[src/rtl/secded_hsiao_pipe_decoder.sv]
// Two-stage pipelined Hsiao SECDED checker/corrector with valid/ready on both sides,
// saturating single/double error counters and a sticky first-uncorrectable-error log.
module secded_hsiao_pipe_decoder #(
  parameter int DATA_W = 64,
  parameter int PAR_W  = 8,
  parameter int TAG_W  = 8,
  parameter int CNT_W  = 16
) (
  input  logic                    clk,
  input  logic                    rst,
  input  logic                    in_valid,
  output logic                    in_ready,
  input  logic [DATA_W+PAR_W-1:0] in_code,
  input  logic [TAG_W-1:0]        in_tag,
  input  logic                    correct_en,
  output logic                    out_valid,
  input  logic                    out_ready,
  output logic [DATA_W-1:0]       out_data,
  output logic [TAG_W-1:0]        out_tag,
  output logic                    out_sb,
  output logic                    out_db,
  output logic [PAR_W-1:0]        out_syndrome,
  input  logic                    cnt_clr,
  output logic [CNT_W-1:0]        cnt_sb,
  output logic [CNT_W-1:0]        cnt_db,
  output logic                    log_valid,
  output logic [TAG_W-1:0]        log_tag,
  output logic [PAR_W-1:0]        log_syndrome
);

  localparam int CODE_W = DATA_W + PAR_W;

  function automatic int popcnt(input int v);
    int n;
    n = 0;
    for (int b = 0; b < 32; b++) n = n + (v[b] ? 1 : 0);
    return n;
  endfunction

  function automatic int odd_code_count();
    int n;
    n = 0;
    for (int v = 0; v < (1 << PAR_W); v++)
      if (popcnt(v) >= 3 && (popcnt(v) % 2) == 1) n++;
    return n;
  endfunction

  // Data columns: all weight-3 codes ascending, then weight-5, weight-7, ...
  function automatic logic [DATA_W*PAR_W-1:0] h_cols();
    logic [DATA_W*PAR_W-1:0] h;
    int idx;
    h   = '0;
    idx = 0;
    for (int w = 3; w <= PAR_W; w += 2)
      for (int v = 0; v < (1 << PAR_W); v++)
        if (popcnt(v) == w && idx < DATA_W) begin
          h[idx*PAR_W +: PAR_W] = v[PAR_W-1:0];
          idx++;
        end
    return h;
  endfunction

  localparam logic [DATA_W*PAR_W-1:0] H_COLS = h_cols();

  if (odd_code_count() < DATA_W) begin : g_bad_par_w
    $error("PAR_W has too few odd-weight codes to cover DATA_W data columns");
  end

  function automatic logic [PAR_W-1:0] calc_syn(input logic [CODE_W-1:0] code);
    logic [PAR_W-1:0] s;
    s = code[CODE_W-1 -: PAR_W];
    for (int i = 0; i < DATA_W; i++)
      if (code[i]) s = s ^ H_COLS[i*PAR_W +: PAR_W];
    return s;
  endfunction

  function automatic logic [CNT_W-1:0] sat_inc(input logic [CNT_W-1:0] c);
    return (&c) ? c : c + CNT_W'(1);
  endfunction

  logic                vld_p1, vld_p2;
  logic [DATA_W-1:0]   data_p1;
  logic [TAG_W-1:0]    tag_p1;
  logic [PAR_W-1:0]    syn_p1;
  logic                cen_p1;
  logic                accept, s2_load, out_hs;
  logic [DATA_W-1:0]   flip, dec_data;
  logic                dec_sb, dec_db;

  assign s2_load   = vld_p1 && (!vld_p2 || out_ready);
  assign in_ready  = !rst && (!vld_p1 || s2_load);
  assign accept    = in_valid && in_ready;
  assign out_valid = vld_p2;
  assign out_hs    = vld_p2 && out_ready;

  always_ff @(posedge clk) begin
    if (rst) begin
      vld_p1 <= 1'b0;
      vld_p2 <= 1'b0;
    end else begin
      if (accept)       vld_p1 <= 1'b1;
      else if (s2_load) vld_p1 <= 1'b0;
      if (s2_load)        vld_p2 <= 1'b1;
      else if (out_ready) vld_p2 <= 1'b0;
    end
  end

  // ---- stage 1: capture word, tag, syndrome and correction mode ----
  always_ff @(posedge clk) begin
    if (accept) begin
      data_p1 <= in_code[DATA_W-1:0];
      tag_p1  <= in_tag;
      syn_p1  <= calc_syn(in_code);
      cen_p1  <= correct_en;
    end
  end

  always_comb begin
    flip = '0;
    for (int i = 0; i < DATA_W; i++)
      flip[i] = (syn_p1 == H_COLS[i*PAR_W +: PAR_W]);
    // a one-hot syndrome is a check-bit hit: single error, data left alone
    dec_sb   = (^syn_p1) && ((|flip) || $onehot(syn_p1));
    dec_db   = (|syn_p1) && !dec_sb;
    dec_data = (dec_sb && cen_p1) ? (data_p1 ^ flip) : data_p1;
  end

  // ---- stage 2: decoded result, held while downstream stalls ----
  always_ff @(posedge clk) begin
    if (rst) begin
      out_data     <= '0;
      out_tag      <= '0;
      out_sb       <= 1'b0;
      out_db       <= 1'b0;
      out_syndrome <= '0;
    end else if (s2_load) begin
      out_data     <= dec_data;
      out_tag      <= tag_p1;
      out_sb       <= dec_sb;
      out_db       <= dec_db;
      out_syndrome <= syn_p1;
    end
  end

  // Statistics follow delivered results; a clear wins over a same-cycle delivery.
  always_ff @(posedge clk) begin
    if (rst || cnt_clr) begin
      cnt_sb    <= '0;
      cnt_db    <= '0;
      log_valid <= 1'b0;
      if (rst) begin
        log_tag      <= '0;
        log_syndrome <= '0;
      end
    end else if (out_hs) begin
      if (out_sb) cnt_sb <= sat_inc(cnt_sb);
      if (out_db) begin
        cnt_db <= sat_inc(cnt_db);
        if (!log_valid) begin
          log_valid    <= 1'b1;
          log_tag      <= out_tag;
          log_syndrome <= out_syndrome;
        end
      end
    end
  end

endmodule

[config.mk]
export PLATFORM = sky130hd
export DESIGN_NAME = secded_hsiao_pipe_decoder
export DESIGN_NICKNAME = d
export VERILOG_FILES = /design/src/rtl/secded_hsiao_pipe_decoder.sv
export SDC_FILE = /design/constraint.sdc
export NUM_CORES = 1
export LEC_CHECK = 0
export CORE_AREA = 4 4 168 170
export CTS_CLUSTER_DIAMETER = 30
export DETAILED_ROUTE_END_ITERATION = 10
export DIE_AREA = 0 0 172 174
export PLACE_DENSITY = 0.69
export SLEW_MARGIN = 20
export SYNTH_ARGS = -nofsm -noshare
export SYNTH_HDL_FRONTEND = slang
export SYNTH_SLANG_ARGS = --single-unit
[constraint.sdc]
create_clock -name clk -period 3.55 [get_ports clk]
set_clock_uncertainty 0.1 [all_clocks]
set_input_delay 0.5325 -clock clk [delete_from_list [all_inputs] [get_ports clk]]
set_output_delay 0.5325 -clock clk [all_outputs]
set_load 0.02 [all_outputs]
==> impl_metrics.json <==
{
  "crit_end": "out_sb",
  "max_slew_margin_pct": 35.66,
  "clk_pin_slew_ps": 40,
  "wire_per_inst_um": 18.42,
  "fp.dieW_um": 172,
  "die_area_sq_um": 29930,
  "max_cap_violations": 0,
  "final_core_util_pct": 55.99,
  "synth-compound-area-share_pct": 10.92,
  "setup_viol": 0,
  "ys_seq_area_share_pct": 49.89,
  "final_antenna_net_count": 0,
  "design.core.area_sq_um": 26730,
  "crit_path_max_fanout": 2,
  "reg2reg_setup_slack_ps": 60,
  "grt_overflow": 0,
  "grt_max_degree": 145,
  "outcome": "finished clean",
  "tightestPinTransition_ps": 965.1,
  "min_period_ps": 3486,
  "hold_ws_ps": 169.6,
  "synthArstFlopShare_pct": 0,
  "start_util_pct": 39.41,
  "rsz0062_at_grt": "true",
  "met2_length_um": 14050,
  "synth_cells": 1032,
  "synth.area.top_cells": "edfxtp_1 (28%), dfxtp_1 (22%), xnor2_1 (12%)",
  "antenna_found_initial": 0,
  "synth-edff-count": 97,
  "instances_no_fill": 1645,
  "ff2ff_path_depth": 12,
  "cts_tree": "built",
  "cts_buffer_depth": 3,
  "synthMuxAreaShare_pct": 0.09503,
  "avgSynthCellArea_sq_um": 10.21,
  "drt-pass1-iter-count": 6,
  "ir_drop_mv": 0.4554,
  "r2r-start": "syn_p1[0]",
  "setup.worst_path.class": "flip-flop to flip-flop",
  "yosys.area_share.simple_pct": 14.90,
  "grt_use_total_pct": 19.51,
  "drive_gt1_share_pct": 9.663,
  "r2r_end": "out_sb",
  "end_kind": "flip-flop",
  "viasPerCell": 5.226,
  "synth-xor-area-share_pct": 17.96,
  "cp-startpoint": "syn_p1[0]",
  "placed_cells": 1550,
  "drc": 0,
  "synth_area_sq_um": 10530,
  "wl_met3_um": 2335,
  "numCtsBuffers": 50,
  "wirelength_um": 30310,
  "finalNetCount": 1374,
  "die_y_um": 174,
  "synth_top_area_share_pct": 27.66,
  "power.density_nw_per_um2": 705.3,
  "antenna_cells": 0,
  "routed.top_layer": "met4",
  "gp_congestion": 0.9126,
  "grt_pass1_wl_um": 46600,
  "met1_length_um": 13000,
  "power.leakage_nw": 5.073,
  "ys_warn_count": 0,
  "port-buffer-count": 218,
  "synth_flop_cell": "dfxtp_1",
  "drt_iter0_drc": 597,
  "synth_most_common_cell": "xnor2_1",
  "dp_hpwl_um": 21840,
  "grt_pass1_vias": 8456,
  "yosys_register_bits": 214,
  "cts_sinks": 214,
  "ios": 219,
  "fp-row-count": 60,
  "finalPower_mw": 10.56,
  "syn_to_final_growth_pct": 42.08,
  "clockRootBuffer": "clkbuf_16",
  "synth_top_family_by_area": "XOR/XNOR gates",
  "worstSetupStartpointType": "flip-flop",
  "hold_class": "input port to flip-flop",
  "finalSetupTns_ps": 0,
  "post-route-period-util_pct": 98.19,
  "syn-num-nets": 1143,
  "worstPathRequired_ps": 3820,
  "clock_latency_ps": 540,
  "synth_common_cells": "xnor2_1 (141), dfxtp_1 (117), edfxtp_1 (97)",
  "synth_top_area_cell": "edfxtp_1",
  "maxSlewViolCount": 0,
  "yosysUniqueCellTypes": 49,
  "vias": 8597,
  "h-tree-depth": 2,
  "hold_viol_final": 0,
  "max_clock_freq_mhz": 286.9,
  "worstPathArrival_ps": 3760,
  "yosys.area_share.adder_pct": 3.255,
  "cts_hold_buf": 0
}
==> layout by cell type (no fill, tap or decap), drive strengths merged, types with 3 or more instances in the layout <==
master	instances
a211oi	46
a21oi	32
a22o	7
a22oi	7
a311oi	19
a31oi	3
and2	20
and3	5
and4	3
buf	27
bufinv	6
clkbuf	67
clkdlybuf4s50	217
clkinv	16
clkinvlp	3
dfxtp	117
edfxtp	97
fa	4
ha	21
inv	18
nand2	74
nand3	56
nand4	14
nor2	95
nor2b	5
nor3	10
nor3b	6
nor4	5
o2111ai	3
o21ai	36
o31ai	4
or3	26
xnor2	141
xor2	75
==> critical path: stages, from the launching register on <==
cell	delay [ps]
edfxtp_1	410
fa_1	540
inv_1	50
fa_1	470
fa_1	490
inv_1	40
ha_2	170
fa_2	530
nor2b_2	40
o21ai_2	60
nand4_1	100
o21bai_1	230
o31ai_1	90
==> sequential cells by signal, indices dropped and copies added, names as in the netlist, 8 cells and up <==
name	count
tag_p1	8
out_data	64
cnt_sb	16
data_p1	64
cnt_db	16
syn_p1	8
out_syndrome	8
log_syndrome	8
log_tag	8
out_tag	8
==> cell type report <==
cell class	instances	area, sq um
clock buffer	67	1460
multi-input combinational	736	4990
tap	341	426.7
fill	2306	11760
sequential	214	5255
inverter	17	63.81
timing repair buffer	244	2410
clock inverter	26	359.1
==> layer usage <==
metal,track usage [%],up-vias
met5,0,-
met4,6.780,0
met3,3.957,62
met2,31.63,392
met1,25.93,4024
li1,-,4119
==> what timing repair did <==
item	4_1_cts	5_1_grt
endpoints found under the setup margin	2	2
gates resized for setup	3	2
pin swaps	3	3
setup buffers	1	1
==> worst min-delay path by stage <==
stage                             to  slack, ps       start  depth (start not counted)
after floorplan           out_tag[0]        370   tag_p1[0]                          2
after global placement    out_tag[3]        360  out_tag[3]                          2
after detailed placement  out_tag[4]        360  out_tag[4]                          2
after CTS                  out_valid        160         rst                          2
after global routing          vld_p1        180         rst                          2
final                      out_valid        170         rst                          2
==> kinds of logic after synthesis <==
kind of cell	after synthesis
adders and majority gates	25
muxes	1
and+or+nand+nor	324
DFF	214
buffers and inverters	82
xor gates and xnor gates	216
AOI/OAI and AO/OA	170
==> through the flow <==
stage	worst slack [ps]	instance area, sq um
2_1_floorplan	148.0	10530
3_3_place_gp	28.56	13120
3_5_place_dp	-94.41	13120
4_1_cts	22.90	14950
5_1_grt	-107.7	14960
6_report	64.40	14960
==> power breakdown <==
part	internal, mW	total, mW	switching (mW)
logic	1.20	2.87	1.67
registers	2.80	2.92	0.122
clock network	3.33	4.76	1.44
No activity file was read; power rests on OpenSTA's default activity.
==> variant 1: new RTL, config.mk and constraints unchanged <==
Reset style: asynchronous (`rst`), changed in 2 clocked blocks.
--- a/src/rtl/secded_hsiao_pipe_decoder.sv
+++ b/src/rtl/secded_hsiao_pipe_decoder.sv
@@ -94,5 +94,5 @@
   assign out_hs    = vld_p2 && out_ready;
 
-  always_ff @(posedge clk) begin
+  always_ff @(posedge clk or posedge rst) begin
     if (rst) begin
       vld_p1 <= 1'b0;
@@ -127,5 +127,5 @@
 
   // ---- stage 2: decoded result, held while downstream stalls ----
-  always_ff @(posedge clk) begin
+  always_ff @(posedge clk or posedge rst) begin
     if (rst) begin
       out_data     <= '0;
Function: differs if rst is asserted again (counterexample within 4 cycles, from zero or initial values and one cycle with rst high); with rst held inactive, the same outputs for 4 cycles.
==> variant 1 against the original RTL <==
- the run now ends with setup timing left
- total power is 6.2% higher
- sequential cell count did not move
- setup slack worse by 0.18 ns
- wire length is 0.52% lower
- cell area shrank 0.44%
- via count shrank 5.7%
- area after synthesis grew 1.7%
- critical path depth decreased by 1
- critical path type unchanged
- critical endpoint is now out_sb$_DFFE_PP0P_
- largest cell class unchanged
==> variant 1: results (changes against the original RTL) <==
The run finished, with violations left. The checks that failed: setup timing. Placed cell count: 1498 (-3.4%). The tools report the number of antenna violations at the first check in global routing as 0 (unchanged). By area the synthesized netlist is led by sky130_fd_sc_hd__edfxtp_1, sky130_fd_sc_hd__dfrtp_1, sky130_fd_sc_hd__xnor2_1. The routed length on met2 is 13650 um (-2.8%), and the number of inserted diodes is 0 (unchanged). The fraction of the yosys area taken by sequential cells was 53.00% (+3.1 points); the worst stage delay on the critical path was 0.56 ns (+0.02 ns). Average wire length per cell after detail routing: 19.02 um (+3.2%). For the static power due to leakage, the log shows 5.477 nW (+8.0%).

The clock-pin transition on the worst setup and hold timing paths is 0.05 ns, and the first-pass GRT wire length is 46700 um (+0.22%). The total wire length after detailed routing was 30150 um (-0.52%); the post-synthesis cell type count was 54 (+10%). The global-route usage over all layers is 19.81% (+0.29 points).

The routed length on met1 is 13240 um (+1.8%). The final estimated routing congestion in global placement is 0.8968 (-1.7%), and the DRC marker count from the first detailed-route iteration is 620 (+3.9%). The actual slew at the worst max-slew pin is 0.7884 ns (-0.1767 ns). The HPWL after detailed placement was 22680 um (+3.8%); the routed via count was 8107 (-5.7%). Async set-reset flop share out of synthesis: 39.25% (+39 points). First-pass detailed-route iteration total: 5 (-1). For the total DRC errors in the routed layout, the log shows 0 (unchanged). The tools report the number of buffers created by CTS as 46 (-8.0%). The tools report the length of routed met3 wiring as 2488 um (+6.6%). The post-route total power came out at 11.20 mW (+6.2%).

By count the netlist is led by sky130_fd_sc_hd__xnor2_1, sky130_fd_sc_hd__edfxtp_1, sky130_fd_sc_hd__xor2_1. The logs give 0 (unchanged) for the hold buffer count at CTS and 1091 (-4.5%) for the post-synthesis net count. For the buffer levels on the longest clock path, the log shows 3 (unchanged). The tightest min-delay check is of the primary input to async pin type. For the pin count of the biggest net entering global routing, the log shows 67 (-54%).

The maximum vdd ir drop is 0.0006395 V (+40%). The number of global-route vias before repair was 8182 (-3.2%). The run gives 3.84 ns (+0.02 ns) as the data required time of the worst path.

Number of failing setup endpoints in the final timing report: 2 (+2). The mean cell area of the mapped netlist was 10.93 um^2 (+7.1%); the fraction of layout cells with a size suffix above 1 was 9.486% (-0.18 points). For the worst path setup slack after routing, the log shows -0.1116 ns (-0.1760 ns). The final net count was 1317 (-4.1%).

The number of enable flip-flop cells after synthesis works out to 97 (unchanged). For the total of warnings raised by yosys, the log shows 0 (unchanged).
[variant 1: metrics by stage]
stage / setup TNS (ns) / setup WS, ns / hold slack, ns / instance area [um^2]
final: -0.2232 / -0.1116 / 0.3163 / 14900
after global routing: -0.4920 / -0.2493 / 0.3260 / 14900
after CTS: -0.2902 / -0.1468 / 0.2942 / 14890
after detailed placement: -0.2243 / -0.1263 / 0.3659 / 13280
after global placement: -0.02759 / -0.02759 / 0.3560 / 13280
after floorplan: 0 / 0.007940 / 0.3555 / 10710
[variant 1: repair_timing]
action                     4_1_cts  5_1_grt
setup endpoints to repair        2        2
cloned                           0        0
resized for setup                3        0
pin swaps                        3        1
setup buffers                    0        1
[variant 1: path summary, 6_finish.rpt]
kind	slack (ns)	endpoint	startpoint	cells after the start
max in group asynchronous	2.19	out_data[43]$_DFFE_PP0P_	rst	3
min in group clk	0.37	out_tag[0]$_DFFE_PP0P_	tag_p1[0]$_DFFE_PP_	1
worst min-delay path	0.32	out_tag[0]$_DFFE_PP0P_	rst	2
worst max-delay path	-0.11	out_sb$_DFFE_PP0P_	syn_p1[3]$_DFFE_PP_	11
worst min register to register	0.37	out_tag[0]$_DFFE_PP0P_	tag_p1[0]$_DFFE_PP_	1
worst max register to register	-0.11	out_sb$_DFFE_PP0P_	syn_p1[3]$_DFFE_PP_	11
[variant 1: area by class of cell]
type,count,area (um^2)
fillers,2252,11830
flip-flops and latches,214,5675
multi-input cells,684,4728
repair buffers,239,2377
clock buffers,57,1212
well taps,341,426.7
clock inverters,29,395.4
inverters,21,82.58
[variant 1: power by group]
group / total [mW] / internal (mW) / switching [mW] / leakage (nW)
registers: 3.21 / 2.98 / 0.231 / 2.22
logic: 3.62 / 1.53 / 2.10 / 2.48
clock network: 4.37 / 2.96 / 1.41 / 0.776
[variant 1: logic make-up after synthesis]
kind of cell             share of synthesized area, %
XOR/XNOR                                        19.43
flip-flops                                      53.00
buffers and inverters                           3.049
AO/OA/AOI/OAI                                   7.010
multiplexers                                    1.028
adder cells (fa/ha/maj)                         3.201
AND/OR/NAND/NOR                                 13.28
[variant 1: per-layer routing]
layer	track usage, %	vias up
met2	30.72	377
met5	0	-
met1	28.12	3828
met4	5.667	0
li1	-	3839
met3	4.162	63
[variant 1: worst reg2reg max path: cells and delay by family, from the launching register on]
kind	cells	cell delay [ns]
DFF	1	0.42
and+or+nand+nor	1	0.04
adders and majority gates	5	2.21
buffers and inverters	2	0.09
AOI/OAI and AO/OA	3	0.65
==> variant 2: new RTL, same flow settings <==
Made on the original files. Change the parameter `CNT_W` from 16 to 12.
--- a/src/rtl/secded_hsiao_pipe_decoder.sv
+++ b/src/rtl/secded_hsiao_pipe_decoder.sv
@@ -5,5 +5,5 @@
   parameter int PAR_W  = 8,
   parameter int TAG_W  = 8,
-  parameter int CNT_W  = 16
+  parameter int CNT_W  = 12
 ) (
   input  logic                    clk,
Ports: changed (resized cnt_db and cnt_sb); port bits go from 219 to 211. No check against the original RTL was run, so the function may have changed too.
==> variant 2 against the original RTL <==
- sequential share of layout area rose by 0.68 points
- cell area fell by 4.9%
- utilization fell by 2.7 points
- wire length fell by 4.9%
- critical path depth fell by 1
- setup slack got worse by 0.0052 ns
- sequential cell count fell by 8
- area after synthesis fell by 3.1%
- first-iteration DRC count rose by 20%
- total power fell by 7.2%
==> variant 2: results (changes against the original RTL) <==
The run finished with clean final reports. The vias per cell was 5.145 (-1.6%). The static power due to leakage is 4.870 nW (-4.0%).

Category of cells accounting for the largest share of critical-path delay: adder cells. Number of global-route vias before repair: 7804 (-7.7%). After synthesis, the cell types taking the most area are sky130_fd_sc_hd__edfxtp_1, sky130_fd_sc_hd__dfxtp_1, sky130_fd_sc_hd__xnor2_1. The run gives 2 (unchanged) as the count of H-tree levels built during CTS. The reg-to-reg setup timing slack came out at 0.06 ns. The capturing point of the worst reg2reg path is out_db$_SDFFE_PP0P_. The clock-pin transition on the worst setup and hold timing paths is 0.05 ns.

The fraction of layout cells with a size suffix above 1 was 10.13% (+0.47 points). The first-pass GRT wire length was 44560 um (-4.4%). The startpoint of the lowest-slack hold path was log_valid$_SDFFE_PN0P_. The worst stage delay on the critical path is 0.57 ns (+0.03 ns), and the headroom to the max-slew limit is 47.92% (+12 points). The tools report the buffer levels on the longest clock path as 3 (unchanged). The class of the tightest hold or removal check was register to register.

For the global-route usage over all layers, the log shows 18.80% (-0.71 points). The tools report the first-pass detailed-route iteration total as 5 (-1). For the post-synthesis cell type count, the log shows 57 (+16%).

The fraction of the yosys area taken by sequential cells is 49.94% (+0.052 points), and the cell depth of the worst min-delay path is 2 (unchanged). The startpoint of the most critical register-to-register path is syn_p1[0]$_DFFE_PP_. The most used flip-flop cell after synthesis is sky130_fd_sc_hd__dfxtp_1. The count of port buffers added during placement was 210 (-3.7%). In the final layout, the registers with the most flip-flops are data_p1 (64), out_data (64). The async set-reset flop share out of synthesis is 0% (unchanged), and the number of buffers created by CTS is 45 (-10%). The length in cells of the worst reg-to-reg path was 11 (-1); the maximum vdd ir drop was 0.0004186 V (-8.1%). The logs give 12680 um^2 (-3.4%) for the post-detailed-placement cell area and 0 (unchanged) for the number of inserted diodes. The final estimated routing congestion in global placement is 0.9192 (+0.72%), and the insertion delay of the later-clocked pin in the worst-skew pair is 0.53 ns.

The DRC marker count from the first detailed-route iteration is 715 (+20%). The tools report the number of antenna violations at the first check in global routing as 0 (unchanged). For the final net count, the log shows 1308 (-4.8%). The maximum fanout count along the critical path came out at 2 (unchanged). The standard cell with the maximum stage delay on the critical path was sky130_fd_sc_hd__fa_1. The logs give 28830 um (-4.9%) for the total wire length after detailed routing and 51 (-65%) for the pin count of the biggest net entering global routing. The logs give 3.79 ns (+0.03 ns) for the arrival time of data at the critical path endpoint and 1086 (-5.0%) for the post-synthesis net count. Total of warnings raised by yosys: 0 (unchanged). The HPWL after detailed placement is 21330 um (-2.3%). The worst hold path terminates at log_valid$_SDFFE_PN0P_.

The tree is rooted in a sky130_fd_sc_hd__clkbuf_16. The number of enable flip-flop cells after synthesis came out at 97 (unchanged). By count the netlist is led by sky130_fd_sc_hd__xnor2_1, sky130_fd_sc_hd__dfxtp_1, sky130_fd_sc_hd__edfxtp_1.
==> variant 2: changes by cell type after synthesis, sizes merged, moves of 5 or more <==
cell / change
clkbuf: -12
a21oi: -8
dfxtp: -8
o21ai: -7
buf: +6
nand3: -6
or3: -5
==> variant 2: power breakdown <==
group	internal, mW	switching (mW)	total, mW
clock	2.76	1.31	4.07
combinational	1.21	1.69	2.89
sequential	2.71	0.123	2.83
==> variant 2: routing by layer <==
layer | vias up | part of all wire, % | global-route usage [%]
met5 | - | 0 | 0
met4 | 0 | 1.8 | 4.618
met3 | 45 | 8.0 | 3.912
met2 | 372 | 48 | 30.41
met1 | 3795 | 43 | 25.83
li1 | 3891 | - | -
==> variant 2: how the worst max path moves through the flow <==
stage | startpoint | end | slack, ns | cells after the start
2_1_floorplan | syn_p1[0]$_DFFE_PP_ | out_db$_SDFFE_PP0P_ | 0.08 | 11
3_3_place_gp | syn_p1[0]$_DFFE_PP_ | out_db$_SDFFE_PP0P_ | 0.07 | 11
3_5_place_dp | syn_p1[0]$_DFFE_PP_ | out_db$_SDFFE_PP0P_ | -0.009 | 11
4_1_cts | syn_p1[0]$_DFFE_PP_ | out_db$_SDFFE_PP0P_ | 0.006 | 11
5_1_grt | syn_p1[0]$_DFFE_PP_ | out_sb$_SDFFE_PP0P_ | -0.06 | 11
6_report | syn_p1[0]$_DFFE_PP_ | out_db$_SDFFE_PP0P_ | 0.06 | 11
==> variant 2: logic make-up after synthesis <==
kind of cell             Yosys count  share of synthesized area [%]
AND/OR/NAND/NOR                  299                          14.22
AO/OA/AOI/OAI                    152                          10.33
multiplexers                       2                         0.1963
buffers and inverters             79                          3.680
flip-flops                       206                          49.94
XOR/XNOR                         212                          18.28
adder cells (fa/ha/maj)           25                          3.361
==> variant 2: repair_timing <==
action                     CTS  global route
gates cloned                 0             0
setup endpoints to repair    2             2
pin swaps                    0             2
gates resized for setup      1             7
setup buffers                1             0
==> variant 2: final cells by class <==
type,instances,area (um^2)
Sequential cell,206,5095
Tap cell,341,426.7
Fill cell,2322,12490
Multi-Input combinational cell,690,4770
Inverter,19,71.32
Clock buffer,58,1277
Clock inverter,26,244.0
Timing Repair Buffer,235,2347
==> variant 2: metrics by stage <==
stage	hold slack (ns)	setup TNS (ns)	setup slack, ns	instances
floorplan	0.3713	0	0.08183	975
global placement	0.3600	0	0.06722	1490
detailed placement	0.3648	-0.009467	-0.009467	1490
CTS	0.3732	0	0.006014	1575
global route	0.3946	-0.1157	-0.05930	1575
finish	0.3722	0	0.05922	1575
